## src/rtl/axil_uart_pkg.sv

```systemverilog
// axil_uart_pkg: register map, bit positions and response codes
// shared by the AXI4-Lite UART register block and its bench.
package axil_uart_pkg;

  // word index = addr[3:2]
  localparam logic [1:0] REG_TXDATA  = 2'd0;
  localparam logic [1:0] REG_RXDATA  = 2'd1;
  localparam logic [1:0] REG_STATUS  = 2'd2;
  localparam logic [1:0] REG_CONTROL = 2'd3;

  localparam int ST_TX_FULL  = 0;
  localparam int ST_RX_NE    = 1;
  localparam int ST_RX_FULL  = 2;
  localparam int ST_OVERRUN  = 3;

  localparam int CTL_RX_IRQ  = 0;
  localparam int CTL_TX_IRQ  = 1;

  localparam logic [1:0] RESP_OKAY   = 2'b00;
  localparam logic [1:0] RESP_SLVERR = 2'b10;

  localparam logic [31:0] RX_EMPTY_VAL = 32'h8000_0000;

endpackage

```

## src/rtl/axil_uart_if.sv

```systemverilog
// axil_if: AXI4-Lite bus bundle with master/slave views.
// Channel signals follow the usual AW/W/B/AR/R naming.
interface axil_if #(
  parameter int ADDR_WIDTH = 16
);
  logic [ADDR_WIDTH-1:0] araddr;
  logic                  arvalid;
  logic                  arready;
  logic [31:0]           rdata;
  logic [1:0]            rresp;
  logic                  rvalid;
  logic                  rready;
  logic [ADDR_WIDTH-1:0] awaddr;
  logic                  awvalid;
  logic                  awready;
  logic [31:0]           wdata;
  logic [3:0]            wstrb;
  logic                  wvalid;
  logic                  wready;
  logic [1:0]            bresp;
  logic                  bvalid;
  logic                  bready;

  modport master (
    output araddr, arvalid, rready,
    output awaddr, awvalid, wdata, wstrb,
    output wvalid, bready,
    input  arready, rdata, rresp, rvalid,
    input  awready, wready, bresp, bvalid
  );

  modport slave (
    input  araddr, arvalid, rready,
    input  awaddr, awvalid, wdata, wstrb,
    input  wvalid, bready,
    output arready, rdata, rresp, rvalid,
    output awready, wready, bresp, bvalid
  );
endinterface

```

## src/rtl/axil_uart_regs_sync_fifo.sv

```systemverilog
// sync_fifo: single-clock FIFO, pointers carry one extra wrap
// bit so full and empty are distinguished without a counter.
module sync_fifo #(
  parameter int WIDTH = 8,
  parameter int DEPTH = 8
) (
  input  logic             clk,
  input  logic             rst,
  input  logic             push,
  input  logic             pop,
  input  logic [WIDTH-1:0] data,
  output logic             full,
  output logic             empty,
  output logic [WIDTH-1:0] head
);
  localparam int AW = $clog2(DEPTH);

  logic [WIDTH-1:0] mem [DEPTH];
  logic [AW:0]      wp;
  logic [AW:0]      rp;

  always_ff @(posedge clk) begin
    if (rst) begin
      wp <= '0;
      rp <= '0;
    end else begin
      if (push) wp <= wp + 1'b1;
      if (pop)  rp <= rp + 1'b1;
    end
  end

  always_ff @(posedge clk) begin
    if (push) mem[wp[AW-1:0]] <= data;
  end

  assign empty = (wp == rp);
  assign full  = (wp[AW] != rp[AW]) &&
                 (wp[AW-1:0] == rp[AW-1:0]);
  assign head  = mem[rp[AW-1:0]];
endmodule

```

## src/rtl/axil_uart_regs.sv

```systemverilog
// axil_uart_regs: AXI4-Lite UART register block (TX hold, RX FIFO).
// Build option AXIL_UART_IRQ_EN adds CONTROL storage and o_Irq.
module axil_uart_regs
  import axil_uart_pkg::*;
#(
  parameter int RX_FIFO_DEPTH = 8,
  parameter int ADDR_WIDTH    = 16
) (
  input  logic       i_Clock,
  input  logic       i_Reset,
  axil_if.slave      s_axil,
  output logic [7:0] o_Tx_Data,
  output logic       o_Tx_Valid,
  input  logic       i_Tx_Ready,
  input  logic [7:0] i_Rx_Data,
  input  logic       i_Rx_Valid
`ifdef AXIL_UART_IRQ_EN
  ,
  output logic       o_Irq
`endif
);
  if (ADDR_WIDTH < 4) begin : g_bad_aw
    $error("ADDR_WIDTH must cover addr[3:2]");
  end

  logic [1:0]  rsel, wsel;
  logic        ar_fire, r_fire, wr_fire, b_fire;
  logic        tx_full, tx_drain, tx_wr, tx_err;
  logic [7:0]  tx_data;
  logic        rx_push, rx_pop, rx_full, rx_empty;
  logic [7:0]  rx_head;
  logic        overrun, ovr_clr;
  logic [31:0] status, rd_val, rdata;
  logic        rvalid, bvalid;
  logic [1:0]  bresp;
  logic [1:0]  ctrl;

  assign rsel     = s_axil.araddr[3:2];
  assign wsel     = s_axil.awaddr[3:2];
  assign ar_fire  = s_axil.arvalid & ~rvalid;
  assign r_fire   = rvalid & s_axil.rready;
  assign wr_fire  = s_axil.awvalid & s_axil.wvalid & ~bvalid;
  assign b_fire   = bvalid & s_axil.bready;
  assign tx_drain = tx_full & i_Tx_Ready;

  assign s_axil.arready = ~rvalid;
  assign s_axil.awready = wr_fire;
  assign s_axil.wready  = wr_fire;
  assign s_axil.rvalid  = rvalid;
  assign s_axil.rdata   = rdata;
  assign s_axil.rresp   = RESP_OKAY;
  assign s_axil.bvalid  = bvalid;
  assign s_axil.bresp   = bresp;
  assign o_Tx_Valid     = tx_full;
  assign o_Tx_Data      = tx_data;

  assign tx_wr   = wr_fire & (wsel == REG_TXDATA) & s_axil.wstrb[0];
  assign tx_err  = tx_wr & tx_full & ~tx_drain;
  assign ovr_clr = wr_fire & (wsel == REG_STATUS) &
                   s_axil.wstrb[0] & s_axil.wdata[ST_OVERRUN];

  // a pop frees the slot the same cycle, so push-on-full may proceed
  assign rx_pop  = ar_fire & (rsel == REG_RXDATA) & ~rx_empty;
  assign rx_push = i_Rx_Valid & (~rx_full | rx_pop);

  sync_fifo #(
    .WIDTH (8),
    .DEPTH (RX_FIFO_DEPTH)
  ) u_rx_fifo (
    .clk   (i_Clock),
    .rst   (i_Reset),
    .push  (rx_push),
    .pop   (rx_pop),
    .data  (i_Rx_Data),
    .full  (rx_full),
    .empty (rx_empty),
    .head  (rx_head)
  );

  always_comb begin
    status = '0;
    status[ST_TX_FULL] = tx_full;
    status[ST_RX_NE]   = ~rx_empty;
    status[ST_RX_FULL] = rx_full;
    status[ST_OVERRUN] = overrun;
  end

  always_comb begin
    rd_val = '0;
    unique case (rsel)
      REG_TXDATA:  rd_val = '0;
      REG_RXDATA:  rd_val = rx_empty ? RX_EMPTY_VAL
                                     : {24'h0, rx_head};
      REG_STATUS:  rd_val = status;
      REG_CONTROL: rd_val = {30'h0, ctrl};
    endcase
  end

  always_ff @(posedge i_Clock) begin
    if (i_Reset) begin
      rvalid  <= 1'b0;
      rdata   <= '0;
      bvalid  <= 1'b0;
      bresp   <= RESP_OKAY;
      tx_full <= 1'b0;
      tx_data <= '0;
      overrun <= 1'b0;
    end else begin
      if (ar_fire) begin
        rvalid <= 1'b1;
        rdata  <= rd_val;
      end else if (r_fire) begin
        rvalid <= 1'b0;
      end
      if (wr_fire) begin
        bvalid <= 1'b1;
        bresp  <= tx_err ? RESP_SLVERR : RESP_OKAY;
      end else if (b_fire) begin
        bvalid <= 1'b0;
      end
      if (tx_wr && !tx_err) begin
        tx_full <= 1'b1;
        tx_data <= s_axil.wdata[7:0];
      end else if (tx_drain) begin
        tx_full <= 1'b0;
      end
      // a fresh overrun wins over a same-cycle clear
      if (i_Rx_Valid && rx_full && !rx_pop)
        overrun <= 1'b1;
      else if (ovr_clr)
        overrun <= 1'b0;
    end
  end

`ifdef AXIL_UART_IRQ_EN
  always_ff @(posedge i_Clock) begin
    if (i_Reset) begin
      ctrl  <= '0;
      o_Irq <= 1'b0;
    end else begin
      if (wr_fire && wsel == REG_CONTROL && s_axil.wstrb[0])
        ctrl <= s_axil.wdata[1:0];
      o_Irq <= (ctrl[CTL_RX_IRQ] & ~rx_empty) |
               (ctrl[CTL_TX_IRQ] & ~tx_full);
    end
  end
`else
  assign ctrl = 2'b00;
`endif

endmodule

```

## src/flat_wrapper.sv

```systemverilog
// flat-port wrapper written by rule: the top's interface ports become plain ports
module axil_uart_regs_flat import axil_uart_pkg::*;
#(
  parameter int RX_FIFO_DEPTH = 8,
  parameter int ADDR_WIDTH    = 16
)
  (i_Clock, i_Reset, o_Tx_Data, o_Tx_Valid, i_Tx_Ready, i_Rx_Data, i_Rx_Valid, s_axil_araddr, s_axil_arvalid, s_axil_rready, s_axil_awaddr, s_axil_awvalid, s_axil_wdata, s_axil_wstrb, s_axil_wvalid, s_axil_bready, s_axil_arready, s_axil_rdata, s_axil_rresp, s_axil_rvalid, s_axil_awready, s_axil_wready, s_axil_bresp, s_axil_bvalid);
  axil_if #(.ADDR_WIDTH(ADDR_WIDTH)) s_axil_i ();
  input  logic i_Clock;
  input  logic i_Reset;
  output logic [7:0] o_Tx_Data;
  output logic o_Tx_Valid;
  input  logic i_Tx_Ready;
  input  logic [7:0] i_Rx_Data;
  input  logic i_Rx_Valid;
  input wire logic [$bits(s_axil_i.araddr)-1:0] s_axil_araddr;
  input wire logic [$bits(s_axil_i.arvalid)-1:0] s_axil_arvalid;
  input wire logic [$bits(s_axil_i.rready)-1:0] s_axil_rready;
  input wire logic [$bits(s_axil_i.awaddr)-1:0] s_axil_awaddr;
  input wire logic [$bits(s_axil_i.awvalid)-1:0] s_axil_awvalid;
  input wire logic [$bits(s_axil_i.wdata)-1:0] s_axil_wdata;
  input wire logic [$bits(s_axil_i.wstrb)-1:0] s_axil_wstrb;
  input wire logic [$bits(s_axil_i.wvalid)-1:0] s_axil_wvalid;
  input wire logic [$bits(s_axil_i.bready)-1:0] s_axil_bready;
  output wire logic [$bits(s_axil_i.arready)-1:0] s_axil_arready;
  output wire logic [$bits(s_axil_i.rdata)-1:0] s_axil_rdata;
  output wire logic [$bits(s_axil_i.rresp)-1:0] s_axil_rresp;
  output wire logic [$bits(s_axil_i.rvalid)-1:0] s_axil_rvalid;
  output wire logic [$bits(s_axil_i.awready)-1:0] s_axil_awready;
  output wire logic [$bits(s_axil_i.wready)-1:0] s_axil_wready;
  output wire logic [$bits(s_axil_i.bresp)-1:0] s_axil_bresp;
  output wire logic [$bits(s_axil_i.bvalid)-1:0] s_axil_bvalid;
  assign s_axil_i.araddr = s_axil_araddr;
  assign s_axil_i.arvalid = s_axil_arvalid;
  assign s_axil_i.rready = s_axil_rready;
  assign s_axil_i.awaddr = s_axil_awaddr;
  assign s_axil_i.awvalid = s_axil_awvalid;
  assign s_axil_i.wdata = s_axil_wdata;
  assign s_axil_i.wstrb = s_axil_wstrb;
  assign s_axil_i.wvalid = s_axil_wvalid;
  assign s_axil_i.bready = s_axil_bready;
  assign s_axil_arready = s_axil_i.arready;
  assign s_axil_rdata = s_axil_i.rdata;
  assign s_axil_rresp = s_axil_i.rresp;
  assign s_axil_rvalid = s_axil_i.rvalid;
  assign s_axil_awready = s_axil_i.awready;
  assign s_axil_wready = s_axil_i.wready;
  assign s_axil_bresp = s_axil_i.bresp;
  assign s_axil_bvalid = s_axil_i.bvalid;
  axil_uart_regs #(.RX_FIFO_DEPTH(RX_FIFO_DEPTH), .ADDR_WIDTH(ADDR_WIDTH)) u_core (.i_Clock(i_Clock), .i_Reset(i_Reset), .s_axil(s_axil_i), .o_Tx_Data(o_Tx_Data), .o_Tx_Valid(o_Tx_Valid), .i_Tx_Ready(i_Tx_Ready), .i_Rx_Data(i_Rx_Data), .i_Rx_Valid(i_Rx_Valid));
endmodule
```

## config.mk

```make
export PLATFORM = sky130hd
export DESIGN_NAME = axil_uart_regs_flat
export DESIGN_NICKNAME = d
export VERILOG_FILES = /design/src/rtl/axil_uart_pkg.sv /design/src/rtl/axil_uart_if.sv /design/src/rtl/axil_uart_regs_sync_fifo.sv /design/src/rtl/axil_uart_regs.sv /design/src/flat_wrapper.sv
export SDC_FILE = /design/constraint.sdc
export NUM_CORES = 1
export LEC_CHECK = 0
export ABC_AREA = 0
export CORE_ASPECT_RATIO = 1.4
export CORE_MARGIN = 3
export CORE_UTILIZATION = 41
export DETAILED_ROUTE_END_ITERATION = 8
export PLACE_DENSITY = 0.73
export SKIP_CTS_REPAIR_TIMING = 1
export SLEW_MARGIN = 10
export SYNTH_ARGS = -nofsm -noshare
export SYNTH_HDL_FRONTEND = slang
export SYNTH_SLANG_ARGS = --single-unit
```

## constraint.sdc

```tcl
create_clock -name i_Clock -period 4.71 [get_ports i_Clock]
set_clock_uncertainty 0.05 [all_clocks]
set_input_delay 1.1775 -clock i_Clock [delete_from_list [all_inputs] [get_ports i_Clock]]
set_output_delay 1.1775 -clock i_Clock [all_outputs]
set_load 0.01 [all_outputs]
```

# After elaboration in Yosys (flattened, before gate mapping)
# Memories as Yosys holds them, arrays and structs flattened. A register that Yosys moved wholly into a read port is not among the register bits.
# Index checks and enable logic that the tools add are counted.
# word_totals
ramBits	64
mem_count	1
ff_bits	54
inputBits	85
output_inout_bits	50
word_cells	69
# memory_table
name	depth	width	read_ports	rd_ports_with_merged_regs	write_ports	line_no	text
u_core.u_rx_fifo.mem	8	8	1	1	1	axil_uart_regs_sync_fifo.sv:18	logic [WIDTH-1:0] mem [DEPTH];
# classes
bitwise_logic	22
addsub	2
muxes	15
n_eq_ne	7
reduce_logical	13
# ops
op	count
$pmux W32 S3	1
$mux W32	1
$and A1 B1 Y1	16
$mux W1	10
$add A4 B1 Y4 const B	2
$reduce_bool A2 Y1	4
$eq A2 B2 Y1 const B	3
$mux W3	2
$not A1 Y1	5
$eq A4 B4 Y1	1
$logic_and A1 B1 Y1	4
$logic_not A2 Y1	2
$eq A3 B3 Y1	1
$eq A2 B1 Y1 const B	1
$logic_not A1 Y1	2
$mux W2	1
$reduce_or A2 Y1	1
$ne A1 B1 Y1	1
$or A1 B1 Y1	1

# Logic depth before layout (Yosys ltp)
# logic_depth
ltp_word	9
ltp_mapped	6
ltp_nobuf	4

# Modules after synthesis
# Synthesis repeated with hierarchy kept, for this count alone.
# hier_totals
cells_unflattened	277
area_unflattened_um2	4160.2
# by_module_without_submodules
module	instances	area_per_inst_um2	cells_each
sync_fifo	1	2961.6	150
axil_uart_regs	1	1198.6	127

# Worst setup path after synthesis
# OpenSTA, ideal clock, no wires.
# synth_path
path_type	input port to flip-flop
startpoint	input port s_axil_araddr[3]
endpoint	memory u_core.u_rx_fifo.mem[0][0] (enable)
path_slack_ns	1.650
required_ns	4.265
n_path_buf	0
path_stages	4
arrival_ns	2.615
setup_time_ns	0.395
path_cell_list	nand2b_1 nor2_1 o21ai_0 nor4_1
# synth_between
elab_chain_len	7
# synth_rtl
element	line_no	text
start: declaration	flat_wrapper.sv:16	input wire logic [$bits(s_axil_i.araddr)-1:0] s_axil_araddr;
$eq A2 B1 Y1	axil_uart_regs.sv:63	assign rx_pop = ar_fire & (rsel == REG_RXDATA) & ~rx_empty;
$and A1 B1 Y1 (2 in a row)	axil_uart_regs.sv:63	
$or A1 B1 Y1	axil_uart_regs.sv:64	assign rx_push = i_Rx_Valid & (~rx_full | rx_pop);
$and A1 B1 Y1	axil_uart_regs.sv:64	
$mux W1	axil_uart_regs_sync_fifo.sv:33	if (push) mem[wp[AW-1:0]] <= data;
$mux W1 (not written as such)	axil_uart_regs_sync_fifo.sv:33	
end: declaration	axil_uart_regs_sync_fifo.sv:18	
# Every way passes these cells.

# Worst setup path in the final report
# layout_path
startpoint	input port s_axil_awvalid
endpoint	output port s_axil_awready
# layout_between
elab_chain_len	2
# layout_rtl
element	line_no	text
start: declaration	flat_wrapper.sv:20	input wire logic [$bits(s_axil_i.awvalid)-1:0] s_axil_awvalid;
$and A1 B1 Y1 (2 in a row)	axil_uart_regs.sv:42	assign wr_fire = s_axil.awvalid & s_axil.wvalid & ~bvalid;
end: declaration	flat_wrapper.sv:29	output wire logic [$bits(s_axil_i.awready)-1:0] s_axil_awready;
# Every way passes these cells.

==> impl_metrics.toml <==
[power_and_ir_drop]
p_seq_share_pct = 52.7
power_switching_uw = 362
p_clk_share_pct = 39.7
swShare_pct = 20.3
p_per_area_nw_per_um2 = 358
leakage_nw = 1.74
totalPowerFinal_mw = 1.79
combPwrFrac_pct = 7.6
p_int_mw = 1.42
vdd_drop_max_mv = 0.235

[drt]
drtIter0Drc = 116
vias = 2424
drtAntennaViolNets = 0
routed_wl_mm = 7.72
drc_errors = 0
firstDrtPassIters = 4
wire_per_inst_um = 15.9
avgViaCountPerCell = 5.01

[worst_setup_path]
path_cells = "clkdlybuf4s50_1 > nand3b_1 > inv_1 > clkdlybuf4s50_1"
r2r-end = "u_core.s_axil.rdata[1]"
cpMostUsedCell = "clkdlybuf4s50_1"
cp_max_fo = 6
crit_arrival_ns = 2.50
slowest_delay_ns = 0.55
r2r_cells = 4
path_class = "primary input to output pin"
start_kind = "primary input"
cp_data_required_time_ns = 3.48
critPathSlowestCell = "clkdlybuf4s50_1"
cp-end-kind = "output pin"
r2r_setup_slack_ns = 2.37
cp_top_family = "buffers and inverters"
path_buf_inv = 3

[grt]
grt_pass1_wl_mm = 12.3
antenna_found_initial = 0
grt_max_degree = 24
grt_use_total_pct = 14.0
grt_pass1_vias = 2407
grt-ovfl-total = 0

[timing]
fin_tns_setup_ns = 0
fin_crit_ns = 3.73
max_slew.worst_pin.slew_ns = 1.03
grt_setup_unrepaired = "false"
final_max_slew_viol_count = 0
fin_crit_sh_pct = 79.2
hold_viol = 0
max_slew_margin_pct = 31.2
setup_viol = 0
fmax_ghz = 0.268

[die]
fp.coreArea_um2 = 9620
die_y_um = 124
chipWidth_um = 90.6
start_util_pct = 42.8
boundaryPins = 135
row_count = 42
die-area_um2 = 11300

[hold_path]
min_from = "u_core.s_axil.rdata[4]"
hold_depth = 2
hp-class = "flip-flop to flip-flop"
min_to = "u_core.s_axil.rdata[4]"

[logic_synthesis]
synth_top_family_by_area = "multiplexers"
synth_area_leaders = "edfxtp_1 47%, dfxtp_1 16%, mux4_2 6.0%"
synthesis.area_um2 = 4110
yosysTopAreaCell = "edfxtp_1"
syn_inst = 290
synth_xor_area_share_pct = 0.852
synth_seq_area_share_pct = 62.8
synth_top_area_share_pct = 46.7
async_flop_share_pct = 0
synth_simple_gate_area_share_pct = 9.40
synth_compound_area_share_pct = 5.75
synthAdderAreaFrac_pct = 0.609
syn_avg_cell_area_um2 = 14.2
synth.distinct_cells = 48
ys_warn_count = 0
ys_ff_latch = 97
muxShareOfSynthArea_pct = 13.3
synth-edff-count = 64
synth_top_flop_cell = "edfxtp_1"

[clock_network]
clock_latency_ns = 0.34
clock_sinks = 97
cts_max_path_buffers = 2
cts_buffers = 9
cts_tree = "yes"
root_buffer = "clkbuf_16"
h-tree-depth = 3
clk_pin_slew_worst_paths_ns = 0.06

[layout]
diodes = 0
nets = 434
most-common-layout-cells = "64 x edfxtp_1, 53 x clkdlybuf4s50_1, 33 x dfxtp_1"
synthToLayoutAreaGrowth_pct = 21.4
final_cell_count_no_fill = 484
drive_above_1_share_pct = 12.2
final_common_cell = "edfxtp_1"
fin_util_pct = 51.9

[job]
cap_violations = 0

[place]
io_buffer_count = 53
dp.cells = 468
detailed_place_hpwl_mm = 5.45
place_congestion = 0.798

[status]
status = "finished, final reports clean"
[tightest hold or removal path, cell delays in order (launching register included)]
cell     delay (ns)
dfxtp_1        0.33
nand2_1        0.05
o21ai_0        0.06
[flip-flops by register name, summed over array words and instances (netlist names), 4 cells and up, named ones only]
signal                cells
u_core.o_Tx_Data          8
u_core.s_axil.rdata       9
u_core.u_rx_fifo.mem     64
u_core.u_rx_fifo.rp       4
u_core.u_rx_fifo.wp       4
[cell usage after synthesis, drive strengths merged, types with 4 or more instances]
| master | instances |
|---|---|
| edfxtp | 64 |
| buf | 39 |
| dfxtp | 33 |
| nor2 | 19 |
| mux2i | 16 |
| mux4 | 15 |
| a21oi | 13 |
| nand2b | 12 |
| nand2 | 8 |
| o21ai | 8 |
| nor3 | 6 |
| nor2b | 5 |
| inv | 4 |
| or3 | 4 |
[how the worst max path moves through the flow]
stage / startpoint / end / cells past startpoint
5_1_grt: s_axil_wvalid / s_axil_awready / 4
3_5_place_dp: s_axil_awvalid / s_axil_awready / 4
3_3_place_gp: s_axil_awvalid / s_axil_wready / 4
2_1_floorplan: s_axil_araddr[3] / u_core.u_rx_fifo.mem[0][0] / 4
6_report: s_axil_awvalid / s_axil_awready / 4
4_1_cts: s_axil_awvalid / s_axil_awready / 4
[power groups by stage]
stage / Clock, mW / Combinational, mW / Sequential [mW]
after floorplan: 0 / 0.0935 / 0.955
after global placement: 0 / 0.132 / 0.959
after detailed placement: 0 / 0.135 / 0.960
after CTS: 0.733 / 0.137 / 0.942
after global routing: 0.762 / 0.147 / 0.944
final: 0.710 / 0.136 / 0.942
[routing by layer]
metal  wire length [µm]  global-route usage (%)
met5                  0                       0
met4                217                    7.03
met3                476                    3.38
met2               3900                    23.9
met1               3120                    16.4
[stage by stage]
step	hold slack [ns]	area, µm²	setup WS [ns]
floorplan	0.394	4210	1.65
global placement	0.399	4700	1.01
detailed placement	0.413	4700	0.971
CTS	0.426	4990	0.966
global route	0.457	4990	0.897
finish	0.420	4990	0.980
[cell families after synthesis]
group | after synthesis
multiplexers | 34
XOR/XNOR | 4
other | 1
flip-flops | 97
buffers and inverters | 46
adder cells (fa/ha/maj) | 2
AO/OA/AOI/OAI | 36
AND/OR/NAND/NOR | 70
[final cells by class]
cell class              instances  area [µm²]
flip-flops and latches         97        2580
fillers                       822        4630
repair buffers                 63         606
inverters                       4        15.0
clock inverters                 3        40.0
well taps                     132         165
clock buffers                  13         254
multi-input cells             172        1330
No activity file was read; power rests on OpenSTA's default activity.
